File: src/rtl/approx_add_pipe.sv
// approx_add_pipe: pipelined lower-part-OR approximate adder with optional error monitor
// Build option: define APPROX_ERR_MON_EN to include the exact-sum monitor and its counters.
// Ports:
//   clk, rst_n            clock, asynchronous active-low reset
//   in_valid/in_ready     operand handshake; in_a, in_b are W-bit operands
//   out_valid/out_ready   result handshake; out_sum is the (W+1)-bit approximate sum
//   mon_clr               synchronous clear of the monitor counters
//   mon_samples, mon_errs delivered results / delivered results that differ from exact
//   mon_max_err           largest |approx - exact| seen
//   mon_abs_acc           saturating sum of |approx - exact|
module approx_add_pipe #(
    parameter int W  = 8,
    parameter int K  = 2,
    parameter int CW = 16
) (
    input  logic          clk,
    input  logic          rst_n,
    input  logic          in_valid,
    output logic          in_ready,
    input  logic [W-1:0]  in_a,
    input  logic [W-1:0]  in_b,
    output logic          out_valid,
    input  logic          out_ready,
    output logic [W:0]    out_sum,
    input  logic          mon_clr,
    output logic [CW-1:0] mon_samples,
    output logic [CW-1:0] mon_errs,
    output logic [W:0]    mon_max_err,
    output logic [CW-1:0] mon_abs_acc
);
    localparam int H  = W / 2;
    localparam int HW = W - H;
    // OR-approximated bit counts that fall into the low and high halves
    localparam int K1 = (K < H) ? K : H;
    localparam int K2 = (K > H) ? K - H : 0;
    localparam logic [W-1:0]  CK_MASK = (K == 0) ? '0 : (W'(1) << ((K == 0) ? 0 : K - 1));
    localparam logic [H-1:0]  M1 = ~({H{1'b1}} << K1);
    localparam logic [HW-1:0] M2 = ~({HW{1'b1}} << K2);

    logic          v1_q, v1_d, v2_q, v2_d, adv1, adv2, ck;
    logic [H-1:0]  lo_q, lo_d;
    logic          c_q, c_d;
    logic [HW-1:0] ah_q, ah_d, bh_q, bh_d;
    logic [W:0]    sum_q, sum_d;
    logic [H:0]    lo_ext;
    logic [HW:0]   hi_ext;

    // When K >= H the low half is pure OR and lo_ext[H] carries the LOA carry forward.
    always_comb begin
        adv2   = !v2_q || out_ready;
        adv1   = !v1_q || adv2;
        ck     = |(in_a & in_b & CK_MASK);
        lo_ext = ((((H+1)'(in_a[H-1:0] >> K1)) + ((H+1)'(in_b[H-1:0] >> K1)) + (H+1)'(ck)) << K1)
               | {1'b0, (in_a[H-1:0] | in_b[H-1:0]) & M1};
        hi_ext = ((((HW+1)'(ah_q >> K2)) + ((HW+1)'(bh_q >> K2)) + (HW+1)'(c_q)) << K2)
               | {1'b0, (ah_q | bh_q) & M2};
        v1_d   = adv1 ? in_valid : v1_q;
        lo_d   = (adv1 && in_valid) ? lo_ext[H-1:0] : lo_q;
        c_d    = (adv1 && in_valid) ? lo_ext[H] : c_q;
        ah_d   = (adv1 && in_valid) ? in_a[W-1:H] : ah_q;
        bh_d   = (adv1 && in_valid) ? in_b[W-1:H] : bh_q;
        v2_d   = adv2 ? v1_q : v2_q;
        sum_d  = (adv2 && v1_q) ? {hi_ext, lo_q} : sum_q;
    end

    always_ff @(posedge clk or negedge rst_n) begin
        if (!rst_n) begin
            v1_q  <= 1'b0;
            v2_q  <= 1'b0;
            lo_q  <= '0;
            c_q   <= 1'b0;
            ah_q  <= '0;
            bh_q  <= '0;
            sum_q <= '0;
        end else begin
            v1_q  <= v1_d;
            v2_q  <= v2_d;
            lo_q  <= lo_d;
            c_q   <= c_d;
            ah_q  <= ah_d;
            bh_q  <= bh_d;
            sum_q <= sum_d;
        end
    end

    assign in_ready  = adv1;
    assign out_valid = v2_q;
    assign out_sum   = sum_q;

`ifdef APPROX_ERR_MON_EN
    localparam int AW = ((CW > W + 1) ? CW : W + 1) + 1;

    logic [W:0]    ex1_q, ex1_d, ex2_q, ex2_d, diff, mx_q, mx_d;
    logic [CW-1:0] s_q, s_d, e_q, e_d, acc_q, acc_d;
    logic [AW-1:0] acc_sum;

    always_comb begin
        ex1_d   = (adv1 && in_valid) ? (W+1)'(in_a) + (W+1)'(in_b) : ex1_q;
        ex2_d   = (adv2 && v1_q) ? ex1_q : ex2_q;
        diff    = (sum_q >= ex2_q) ? sum_q - ex2_q : ex2_q - sum_q;
        acc_sum = AW'(acc_q) + AW'(diff);
        s_d     = s_q;
        e_d     = e_q;
        mx_d    = mx_q;
        acc_d   = acc_q;
        if (mon_clr) begin
            s_d   = '0;
            e_d   = '0;
            mx_d  = '0;
            acc_d = '0;
        end else if (v2_q && out_ready) begin
            s_d  = (&s_q) ? s_q : s_q + 1'b1;
            mx_d = (diff > mx_q) ? diff : mx_q;
            if (diff != '0) begin
                e_d   = (&e_q) ? e_q : e_q + 1'b1;
                acc_d = (acc_sum > AW'({CW{1'b1}})) ? '1 : acc_sum[CW-1:0];
            end
        end
    end

    always_ff @(posedge clk or negedge rst_n) begin
        if (!rst_n) begin
            ex1_q <= '0;
            ex2_q <= '0;
            s_q   <= '0;
            e_q   <= '0;
            mx_q  <= '0;
            acc_q <= '0;
        end else begin
            ex1_q <= ex1_d;
            ex2_q <= ex2_d;
            s_q   <= s_d;
            e_q   <= e_d;
            mx_q  <= mx_d;
            acc_q <= acc_d;
        end
    end

    assign mon_samples = s_q;
    assign mon_errs    = e_q;
    assign mon_max_err = mx_q;
    assign mon_abs_acc = acc_q;
`else
    logic unused_mon_clr;
    assign unused_mon_clr = mon_clr;
    assign mon_samples    = '0;
    assign mon_errs       = '0;
    assign mon_max_err    = '0;
    assign mon_abs_acc    = '0;
`endif
endmodule

File: config.mk
export PLATFORM = sky130hd
export DESIGN_NAME = approx_add_pipe
export DESIGN_NICKNAME = d
export VERILOG_FILES = /design/src/rtl/approx_add_pipe.sv
export SDC_FILE = /design/constraint.sdc
export NUM_CORES = 1
export LEC_CHECK = 0
export BUFFER_PORTS_ARGS = -buffer_cell sky130_fd_sc_hd__buf_2
export CORE_MARGIN = 1
export CORE_UTILIZATION = 37
export CTS_CLUSTER_SIZE = 40
export DETAILED_ROUTE_END_ITERATION = 6
export MAX_ROUTING_LAYER = met4
export PLACE_DENSITY = 0.71
export SYNTH_ARGS = -nofsm -noshare
export SYNTH_HDL_FRONTEND = slang
export SYNTH_SLANG_ARGS = --single-unit
export TNS_END_PERCENT = 10
File: constraint.sdc
create_clock -name clk -period 3.8 [get_ports clk]
set_input_delay 0.38 -clock clk [delete_from_list [all_inputs] [get_ports clk]]
set_output_delay 0.38 -clock clk [all_outputs]
set_load 0.005 [all_outputs]
**After elaboration in Yosys (flattened, before gate mapping)**

Cells that the tools add are included.

- Output and inout port bits: 68
- Bits in registers: 24

- Add/subtract/negate cells: 4
- Reduce and logical (&&, ||, !) cells: 6
- Bitwise logic cells: 3

Operator list:

| operator | count |
|---|---|
| $add A4 B4 Y5 | 1 |
| $add A5 B1 Y5 | 1 |
| $or A5 B2 Y5 | 1 |
| $add A2 B2 Y3 | 1 |
| $add A3 B1 Y3 | 1 |
| $and A2 B2 Y2 | 1 |
| $logic_and A1 B1 Y1 | 2 |
| $logic_not A1 Y1 | 2 |
| $logic_or A1 B1 Y1 | 2 |
| $or A2 B2 Y2 | 1 |

**Longest topological paths before layout**

Gate-level depths: netlist of run 1.

- Depth after elaboration: 4
- Mapped depth: 6

**Worst setup path after synthesis of run 1**

No wires, ideal clock.

- Path type: flip-flop to flip-flop
- Start point: register c_q
- End point: register sum_q[8], in the netlist out_sum[8]
- Required time: 3,723 ps
- Path slack: 2,256 ps
- Setup time: 77 ps
- Stages on the path, launching flop included: 7
- Path buffers: 0
- Data arrival time: 1,467 ps
- Cell sequence: dfrtp_1 -> inv_1 -> fa_1 -> fa_1 -> nor2b_1 -> o21ai_0 -> a21oi_1

- Cells in the longest elaborated chain, start to end: 1

RTL lines:

| what | line | text |
|---|---|---|
| from (decl) | 42 | `logic c_q, c_d;` |
| from (signal assigned) | 71 | `c_q <= 1'b0;` |
| from (signal assigned) | 79 | `c_q <= c_d;` |
| $add A5 B1 Y5 | 55 | `hi_ext = ((((HW+1)'(ah_q >> K2)) + ((HW+1)'(bh_q >> K2)) + (HW+1)'(c_q)) << K2)` |
| to (signal assigned) | 82 | `sum_q <= sum_d;` |
| to (decl) | 44 | `logic [W:0] sum_q, sum_d;` |

No other way between the ends.
A chain may end at the register's enable or synchronous reset.

**Final worst setup path of run 1**

Same ends and word-level chain as after synthesis.

==> results of run 1 <==
critical path, stage by stage (launching register included):
cell	delay (ns)
dfrtp_1	0.33
inv_1	0.06
fa_1	0.47
fa_1	0.42
nor2b_1	0.12
o21ai_0	0.09
a21oi_1	0.13
cells by family (layout without fill, tap and decap cells):
logic type / after synthesis / after routing
buffers and inverters: 68 / 43
adders and majority gates: 7 / 7
other: 1 / 57
and+or+nand+nor: 14 / 14
AOI/OAI and AO/OA: 19 / 19
xor gates and xnor gates: 1 / 1
muxes: 14 / 14
DFF: 24 / 24
how the worst max path moves through the flow:
stage,endpoint,depth (start not counted),slack (ns),from
3_3_place_gp,lo_q[3],6,2.13,in_a[1]
2_1_floorplan,out_sum[8],6,2.26,c_q
4_1_cts,out_sum[8],6,2.11,c_q
5_1_grt,out_sum[8],6,2.03,c_q
3_5_place_dp,lo_q[3],6,2.09,in_a[1]
6_report,out_sum[8],6,2.11,c_q
final cells by class:
class                   instances  area [µm²]  share of cell area
clock buffers                   3        41.3              0.0253
inverters                      10        37.5              0.0230
multi-input cells             112         741               0.454
flip-flops and latches         24         601               0.368
well taps                      50        62.6              0.0383
repair buffers                 30         150              0.0920
layer usage:
metal,part of all wire,wire (µm),vias to the layer above
met3,0.073,164,2
met4,0.0027,6,0
met2,0.48,1070,39
li1,-,-,429
met1,0.44,987,403
met5,0,0,-
stage by stage:
stage,hold WS (ns),instances,instance area [µm²]
2_1_floorplan,0.0844,204,1830
3_3_place_gp,0.389,226,1590
3_5_place_dp,0.400,226,1590
4_1_cts,0.117,229,1630
5_1_grt,0.133,229,1630
6_report,0.0969,229,1630
cells in the mapped netlist:
library cell,number,share of area
conb_1,1,0.0023
ha_1,3,0.023
mux2_2,4,0.028
nand3b_4,1,0.012
mux2i_1,2,0.012
nand2_4,1,0.0070
a31oi_1,2,0.0077
and2_1,1,0.0039
nor3_1,1,0.0031
fa_1,4,0.050
a2111oi_2,1,0.0093
dfrtp_1,24,0.37
nand3b_1,1,0.0046
nand2_1,2,0.0046
o21ai_0,9,0.028
buf_12,1,0.012
and3_1,1,0.0039
a21boi_0,1,0.0046
xor2_1,1,0.0054
nor2b_1,1,0.0039
mux2_4,8,0.074
nand2b_2,1,0.0054
nand2b_1,1,0.0039
buf_4,57,0.26
a21oi_1,5,0.015
nor2_1,2,0.0046
a311o_1,1,0.0062
inv_1,10,0.023
and2b_1,1,0.0046
power breakdown:
group | total [mW] | leakage (nW) | switching (mW) | internal [mW]
combinational | 0.205 | 0.583 | 0.102 | 0.103
clock | 0.142 | 0.0216 | 0.0714 | 0.0706
sequential | 0.342 | 0.275 | 0.0291 | 0.313
sequential cells by signal, summed over array words and instances (netlist names):
register	flops
v1_q	1
out_sum	9
out_valid	1
lo_q	4
bh_q	4
ah_q	4
c_q	1
==> metrics, run 1 <==
status complete, no violations; Die Area ~4600 µm²; Gate Count Post-Synth around 150; core area approximately 4100 µm²; grt total ovfl 0; worst hold-check path type input pin to asynchronous set/reset pin; Finished Core Util 0.400; cts repair resizes 0; Final Hold Viols 0; first-pass GRT wire length 3310 µm; critical path fanouts, max 2; Final ANT Viol Nets 0; Post-CTS Repair Setup Buffers 0; drt wl/cell 9.75 µm; Filler Cells Inserted around 420; post-DP HPWL roughly 1800 µm; IO buf count 30; hold buffers post-CTS 0; Fin Setup TNS 0 ns; Area growth syn-to-layout 1.01%; Post-Synth Adder-Cell Area 0.0728; Slew @ Worst Pin between 0.5 and 0.6 ns; I/O pins ~90; Vias/cell approximately 3.8; synthesis-stage register bit count 24; 1st-iter DRT viols 30; max frequency about 590 MHz; CTS tree done; number of global-route vias before repair 716; overall power just under 700 µW; maxcap violations 0; main combinational cell family by area after synthesis buffers and inverters; Num CTS Buffers 3; RSZ-0062 raised after global routing false; most frequent cells in the layout conb_1 (57), buf_2 (30), dfrtp_1 (24); DRC 0; M2 GR Usage 0.156; Final Wtd Congestion 0.774; critical path data arrival time 1.88 ns; CTS max path bufs 2; XOR/XNOR share of the synthesized area 0.00542; num rows 23; Clock Sink Count 24; Worst-Skew Late Latency roughly 0.26 ns; Final Setup Violations 0; fin nets roughly 210; Clock Pin Slew Worst Setup and Hold Paths 0.08 ns; R2R setup slack about 2.1 ns; Power Density approximately 420 nW/µm²; max-slew violations 0; ANT cells 0; grt peak-use layer met2; share of cells above drive strength 1 0.274; minimum clock period 1.69 ns; yosys warns 0; Die Ht between 60 and 70 µm; die width between 60 and 70 µm; GR met3 Demand/Resource 0.0367; Pleak roughly 0.9 nW; Req. time, crit path 3.99 ns; relative slew slack 0.642; R2R depth 6; Setup WS pre-CTS 2.09 ns; Seq/Total Area, Yosys 0.372; M1 GR Usage 0.132; critical path endpoint category flop; mapped cell area about 1600 µm²; RR Endpoint out_sum[8]; drt pass-1 iters 4; setup ws final 2.11 ns; vias ~870; initial antenna violation count 0; Synth cell types 29; commonest non-fill, non-tap cell in the layout conb_1; Initial Utilization 0.396; post-synthesis mux area share 0.115; startpoint types flop; H-tree levels 1; largest net degree at the start of global routing 25; post-synthesis compound-gate area fraction 0.0712; Final period util 0.446; Syn Area/Cell between 10 and 15 µm²; CP Class flop to flop; worst r2r src c_q; Clock Skews about 0.0026 ns; gr usage total 0.101; Post-Synth Simple-Gate Area 0.0619; Clock Root Buffer clkbuf_8; worst vdd ir 0.266 mV; final WL roughly 2200 µm
(Power assumes the default switching activity.)
==> inputs of run 2 (changes only) <==
--- a/config.mk
+++ b/config.mk
@@ -5,13 +5,14 @@
 export SDC_FILE = /design/constraint.sdc
 export NUM_CORES = 1
 export LEC_CHECK = 0
+export ABC_AREA = 1
 export BUFFER_PORTS_ARGS = -buffer_cell sky130_fd_sc_hd__buf_2
 export CORE_MARGIN = 1
 export CORE_UTILIZATION = 37
 export CTS_CLUSTER_SIZE = 40
 export DETAILED_ROUTE_END_ITERATION = 6
 export MAX_ROUTING_LAYER = met4
-export PLACE_DENSITY = 0.71
+export PLACE_DENSITY = 0.74
 export SYNTH_ARGS = -nofsm -noshare
 export SYNTH_HDL_FRONTEND = slang
 export SYNTH_SLANG_ARGS = --single-unit
==> constraint.sdc (replaced) <==
create_clock -name clk -period 1.4 [get_ports clk]
set_input_delay 0.14 -clock clk [delete_from_list [all_inputs] [get_ports clk]]
set_output_delay 0.14 -clock clk [all_outputs]
set_load 0.005 [all_outputs]
==> metrics, run 2 <==
H-tree levels 1 (unchanged); Main synth FF type dfrtp_1 (unchanged); CTS tree done (unchanged); critical path fanouts, max 2 (unchanged); core area 4060 µm² (was 4090 µm²); metal3 WL 120 µm (was 164 µm); worst vdd ir 0.472 mV (was 0.266 mV); R2R setup slack -0.11 ns (was 2.11 ns); startpoint types flop (unchanged); placed insts 258 (was 226); RSZ-0062 raised after global routing true (was false); Req. time, crit path 1.59 ns (was 3.99 ns); Synth cell types 19 (was 29); Worst-Skew Late Latency 0.26 ns (about the same); Post-CTS Repair Setup Buffers 0 (unchanged); Die Ht 67.4 µm (was 68.1 µm); Power Density 1210 nW/µm² (was 422 nW/µm²); worst r2r src bh_q[0] (was c_q); ANT cells 0 (unchanged); Slew @ Worst Pin 0.535 ns (was 0.537 ns); drt wl/cell 8.60 µm (was 9.75 µm); Final Setup Violations 3 (was 0); grt total ovfl 0 (unchanged); wl on met1 986 µm (was 987 µm); hold slack 0.0690 ns (was 0.0969 ns); post-DP HPWL 1800 µm (was 1830 µm); overall power 1.98 mW (was 689 µW); Clock Sink Count 24 (unchanged); minimum clock period 1.51 ns (was 1.69 ns); largest net degree at the start of global routing 25 (unchanged); share of cells above drive strength 1 0.241 (was 0.274); most frequent cells in the layout conb_1 (57), nand2_1 (37), buf_2 (30) (was conb_1 (57), buf_2 (30), dfrtp_1 (24)); Area growth syn-to-layout 3.40% (was 1.01%); status finished, violations left (was complete, no violations); Syn Area/Cell 8.85 µm² (was 10.9 µm²); Post-synth EDFFs 0 (unchanged); Synth top area share 0.379 (was 0.372); hold path depth 3; Met2 Routed Length 1080 µm (was 1070 µm); synthesis-stage register bit count 24 (unchanged); vias 994 (was 873); failing checks negative setup slack; Die Area 4550 µm² (was 4640 µm²); final WL 2250 µm (was 2230 µm); Highest Signal Layer met4 (unchanged); Final Wtd Congestion 0.829 (was 0.774); count leader, synth buf_4 (unchanged); Clock Root Buffer clkbuf_8 (unchanged); gr usage total 0.118 (was 0.101); IO buf count 30 (unchanged); number of global-route vias before repair 943 (was 716); synth top area cells dfrtp_1 (38%), buf_4 (27%), nand2_1 (9.0%), fa_1 (5.1%), inv_1 (4.3%) (was dfrtp_1 (37%), buf_4 (26%), mux2_4 (7.4%), fa_1 (5.0%), o21ai_0 (2.8%)); relative slew slack 0.644 (was 0.642); hold_sp in_b[6]; Pleak 0.940 nW (was 0.880 nW); mapped cell area 1580 µm² (was 1620 µm²); Seq/Total Area, Yosys 0.379 (was 0.372); first-pass GRT wire length 3820 µm (was 3310 µm); max frequency 664 MHz (was 590 MHz); Vias/cell 3.79 (was 3.81); Initial Utilization 0.390 (was 0.396); Clock Skews 0.00411 ns (was 0.00260 ns); RR Endpoint out_sum[8] (unchanged); worst hold-check path type input pin to flop (was input pin to asynchronous set/reset pin); Num CTS Buffers 3 (unchanged); Setup WS pre-CTS -0.143 ns (was 2.09 ns); Fin Setup TNS -0.264 ns (was 0 ns); max-slew violations 0 (unchanged); Final Hold Viols 0 (unchanged); critical path data arrival time 1.70 ns (was 1.88 ns); Min-Delay Endpoint bh_q[2]; CTS max path bufs 2 (unchanged); fin nets 242 (was 209); yosys warns 0 (unchanged); drt pass-1 iters 4 (unchanged); top cells by count, synth buf_4 (57), nand2_1 (38), dfrtp_1 (24), inv_1 (18), o21ai_0 (12) (was buf_4 (57), dfrtp_1 (24), inv_1 (10), o21ai_0 (9), mux2_4 (8)); Final ANT Viol Nets 0 (unchanged); 1st-iter DRT viols 39 (was 30); setup ws final -0.107 ns (was 2.11 ns); critical path endpoint category flop (unchanged); maxcap violations 0 (unchanged); initial antenna violation count 0 (unchanged); DRC 0 (unchanged); Clock Pin Slew Worst Setup and Hold Paths 0.08 ns (about the same); Layout Cells excl Fill 262 (was 229); R2R depth 6 (unchanged); post-synth top area cell dfrtp_1 (unchanged); die width 67.4 µm (was 68.1 µm); Gate Count Post-Synth 179 (was 148); Largest register FFs 9 (unchanged); CP Class flop to flop (unchanged); I/O pins 89 (unchanged); FFs w/ async S/R, synth 1.00 (unchanged); num rows 23 (unchanged); Final period util 1.08 (was 0.446); commonest non-fill, non-tap cell in the layout conb_1 (unchanged)
[run 2: changes by cell type after synthesis, sizes merged, moves of 3 or more]
cell   delta
o21ai     +9
nand2    +37
inv       +9
a21oi     -3
nand3     +5
mux2     -12
[run 2: worst max-delay path by stage]
stage                     startpoint          to  slack [ns]  cells past startpoint
after floorplan              bh_q[0]  out_sum[5]       -0.06                      4
after global placement       bh_q[0]  out_sum[8]       -0.09                      6
after detailed placement     bh_q[0]  out_sum[6]       -0.14                      5
after CTS                    bh_q[0]  out_sum[8]       -0.12                      6
after global routing         bh_q[0]  out_sum[8]       -0.20                      6
final                        bh_q[0]  out_sum[8]       -0.11                      6
[run 2: metrics by stage]
step	area (µm²)	utilization
after floorplan	1800	-
after global placement	1570	0.388
after detailed placement	1570	0.388
after CTS	1630	0.401
after global routing	1640	0.404
final	1640	0.404
[run 2: power breakdown]
group	internal [mW]	switching, mW
Combinational	0.270	0.369
Clock	0.192	0.202
Sequential	0.867	0.0843
[run 2: area by class of cell]
type,instances,area [µm²]
fill,422,2420
multi-input combinational,133,682
inverter,19,76.3
tap,50,62.6
sequential,24,601
timing repair buffer,33,175
clock buffer,3,41.3
[run 2: worst max-delay path: stages (launching register included)]
cell     delay [ns]
dfrtp_1        0.34
inv_2          0.05
fa_2           0.39
fa_2           0.36
o21ai_1        0.13
nand2_1        0.06
a21oi_1        0.11
[run 2: cell families after synthesis]
logic type / share of synthesized area
simple gates: 0.127
buf+inv: 0.334
flops: 0.379
xor+xnor: 0.00553
other cells: 0.00237
fa+ha+maj: 0.0743
compound gates: 0.0774
[run 2: routing by layer]
metal	vias up	GRT usage
li1	498	-
met4	0	0.0798
met2	45	0.198
met1	447	0.129
met3	4	0.0169
met5	-	-
[run 2: timing repair]
| item | 4_1_cts | 5_1_grt |
|---|---|---|
| pin swaps | 1 | 0 |
| hold buffers | 1 | 0 |
| hold endpoints to repair | 24 | 0 |
| setup endpoints to repair | 3 | 4 |
| resized for setup | 2 | 3 |
==> inputs of run 3 (changes only) <==
--- a/config.mk
+++ b/config.mk
@@ -6,13 +6,14 @@
 export NUM_CORES = 1
 export LEC_CHECK = 0
 export ABC_AREA = 1
-export BUFFER_PORTS_ARGS = -buffer_cell sky130_fd_sc_hd__buf_2
 export CORE_MARGIN = 1
 export CORE_UTILIZATION = 37
 export CTS_CLUSTER_SIZE = 40
 export DETAILED_ROUTE_END_ITERATION = 6
+export DONT_BUFFER_PORTS = 1
 export MAX_ROUTING_LAYER = met4
-export PLACE_DENSITY = 0.74
+export PLACE_DENSITY = 0.55
+export RECOVER_POWER = 25
 export SYNTH_ARGS = -nofsm -noshare
 export SYNTH_HDL_FRONTEND = slang
 export SYNTH_SLANG_ARGS = --single-unit
==> metrics, run 3 (synthesis results as in run 2) <==
Clock Pin Slew Worst Setup and Hold Paths 0.08 ns (about the same); number of global-route vias before repair 809 (was 943); die width 67.4 µm (unchanged); vias 934 (was 994); Initial Utilization 0.390 (unchanged); CTS tree done (unchanged); I/O pins 89 (unchanged); Final Wtd Congestion 0.796 (was 0.829); Slew @ Worst Pin 0.589 ns (was 0.535 ns); R2R depth 6 (unchanged); IO buf count 0 (was 30); Pleak 0.866 nW (was 0.940 nW); Power Density 1320 nW/µm² (was 1210 nW/µm²); initial antenna violation count 0 (unchanged); maxcap violations 0 (unchanged); Area growth syn-to-layout 0.237% (was 3.40%); Final Setup Violations 3 (unchanged); worst vdd ir 0.358 mV (was 0.472 mV); drt pass-1 iters 4 (unchanged); ANT cells 0 (unchanged); placed insts 228 (was 258); CP Class flop to flop (unchanged); Layout Cells excl Fill 241 (was 262); drt wl/cell 9.31 µm (was 8.60 µm); minimum clock period 1.56 ns (was 1.51 ns); status finished, violations left (unchanged); final WL 2240 µm (was 2250 µm); most frequent cells in the layout conb_1 (57), nand2_1 (38), dfrtp_1 (24) (was conb_1 (57), nand2_1 (37), buf_2 (30)); critical path endpoint category flop (unchanged); Clock Root Buffer clkbuf_8 (unchanged); worst hold-check path type input pin to flop (unchanged); Clock Skews 0.00118 ns (was 0.00411 ns); critical path fanouts, max 2 (unchanged); failing checks negative setup slack (unchanged); Fin Setup TNS -0.359 ns (was -0.264 ns); Largest register FFs 9 (unchanged); first-pass GRT wire length 3640 µm (was 3820 µm); Post-DP Area 1420 µm² (was 1570 µm²); Vias/cell 3.88 (was 3.79); Clock Sink Count 24 (unchanged); overall power 2.09 mW (was 1.98 mW); core area 4060 µm² (unchanged); design area 1590 µm² (was 1640 µm²); H-tree levels 1 (unchanged); share of cells above drive strength 1 0.120 (was 0.241); max-slew violations 0 (unchanged); hold slack 0.0103 ns (was 0.0690 ns); Num CTS Buffers 3 (unchanged); fin nets 220 (was 242); commonest non-fill, non-tap cell in the layout conb_1 (unchanged); max frequency 642 MHz (was 664 MHz); setup ws final -0.158 ns (was -0.107 ns); critical path data arrival time 1.76 ns (was 1.70 ns); num rows 23 (unchanged); startpoint types flop (unchanged); Die Ht 67.4 µm (unchanged); grt total ovfl 0 (unchanged); 1st-iter DRT viols 27 (was 39); post-DP HPWL 1700 µm (was 1800 µm); Final period util 1.11 (was 1.08); Die Area 4550 µm² (unchanged); Worst-Skew Late Latency 0.27 ns (was 0.26 ns); CTS max path bufs 2 (unchanged); Final ANT Viol Nets 0 (unchanged); RSZ-0062 raised after global routing true (unchanged); Req. time, crit path 1.60 ns (was 1.59 ns); DRC 0 (unchanged); Final Hold Viols 0 (unchanged); hold path depth 2 (was 3); largest net degree at the start of global routing 25 (unchanged); relative slew slack 0.607 (was 0.644); gr usage total 0.114 (was 0.118)
## run 3: changes by cell type in the layout (fill, tap and decap cells not counted), moves of 2 or more
cell and delta:
buf_2 -30, nand3_2 -2, nand3_1 +2, dlygate4sd3_1 +7
o21ai_1 -2
## run 3: metrics by stage
stage          worst slack, ns  utilization
2_1_floorplan          -0.0574            -
3_3_place_gp           -0.0969        0.351
3_5_place_dp            -0.139        0.351
4_1_cts                 -0.153        0.394
5_1_grt                 -0.276        0.391
6_report                -0.158        0.391
## run 3: layout make-up
cell class | instances | area (µm²)
fillers | 429 | 2470
clock buffers | 3 | 41.3
repair buffers | 11 | 100
flip-flops and latches | 24 | 601
well taps | 50 | 62.6
inverters | 19 | 76.3
multi-input cells | 133 | 677
clock inverters | 1 | 30.0
## run 3: report_power, final
part           internal (mW)  switching, mW
logic                  0.191          0.305
registers              0.868          0.121
clock network          0.382          0.227
total                   1.44          0.652
## run 3: layer usage
metal | track usage | up-vias | routed length, µm
met2 | 0.180 | 51 | 1020
met1 | 0.133 | 422 | 993
li1 | - | 456 | -
met5 | - | - | 0
met4 | 0.0559 | 0 | 53
met3 | 0.0304 | 5 | 178
## run 3: final timing paths
path	start	endpoint	slack (ns)
min reg2reg	lo_q[3]	out_sum[3]	0.48
min	in_a[0]	lo_q[0]	0.01
min in group asynchronous	rst_n	lo_q[1]	0.40
max in group asynchronous	rst_n	out_sum[8]	0.62
max	bh_q[0]	out_sum[8]	-0.16
max reg2reg	bh_q[0]	out_sum[8]	-0.16
## run 3: worst max-delay path: stages, from the launching register on
cell and delay [ns]:
dfrtp_1 0.34, inv_2 0.05, fa_2 0.39, fa_2 0.37, o21ai_2 0.15, nand2_1 0.07
a21oi_2 0.12
## run 3: what timing repair did
item / CTS / global route
setup buffers: 0 / 0
hold buffers: 9 / 0
cloned: 0 / 0
endpoints found under the hold margin: 31 / 0
resized for setup: 2 / 2
setup endpoints to repair: 3 / 4
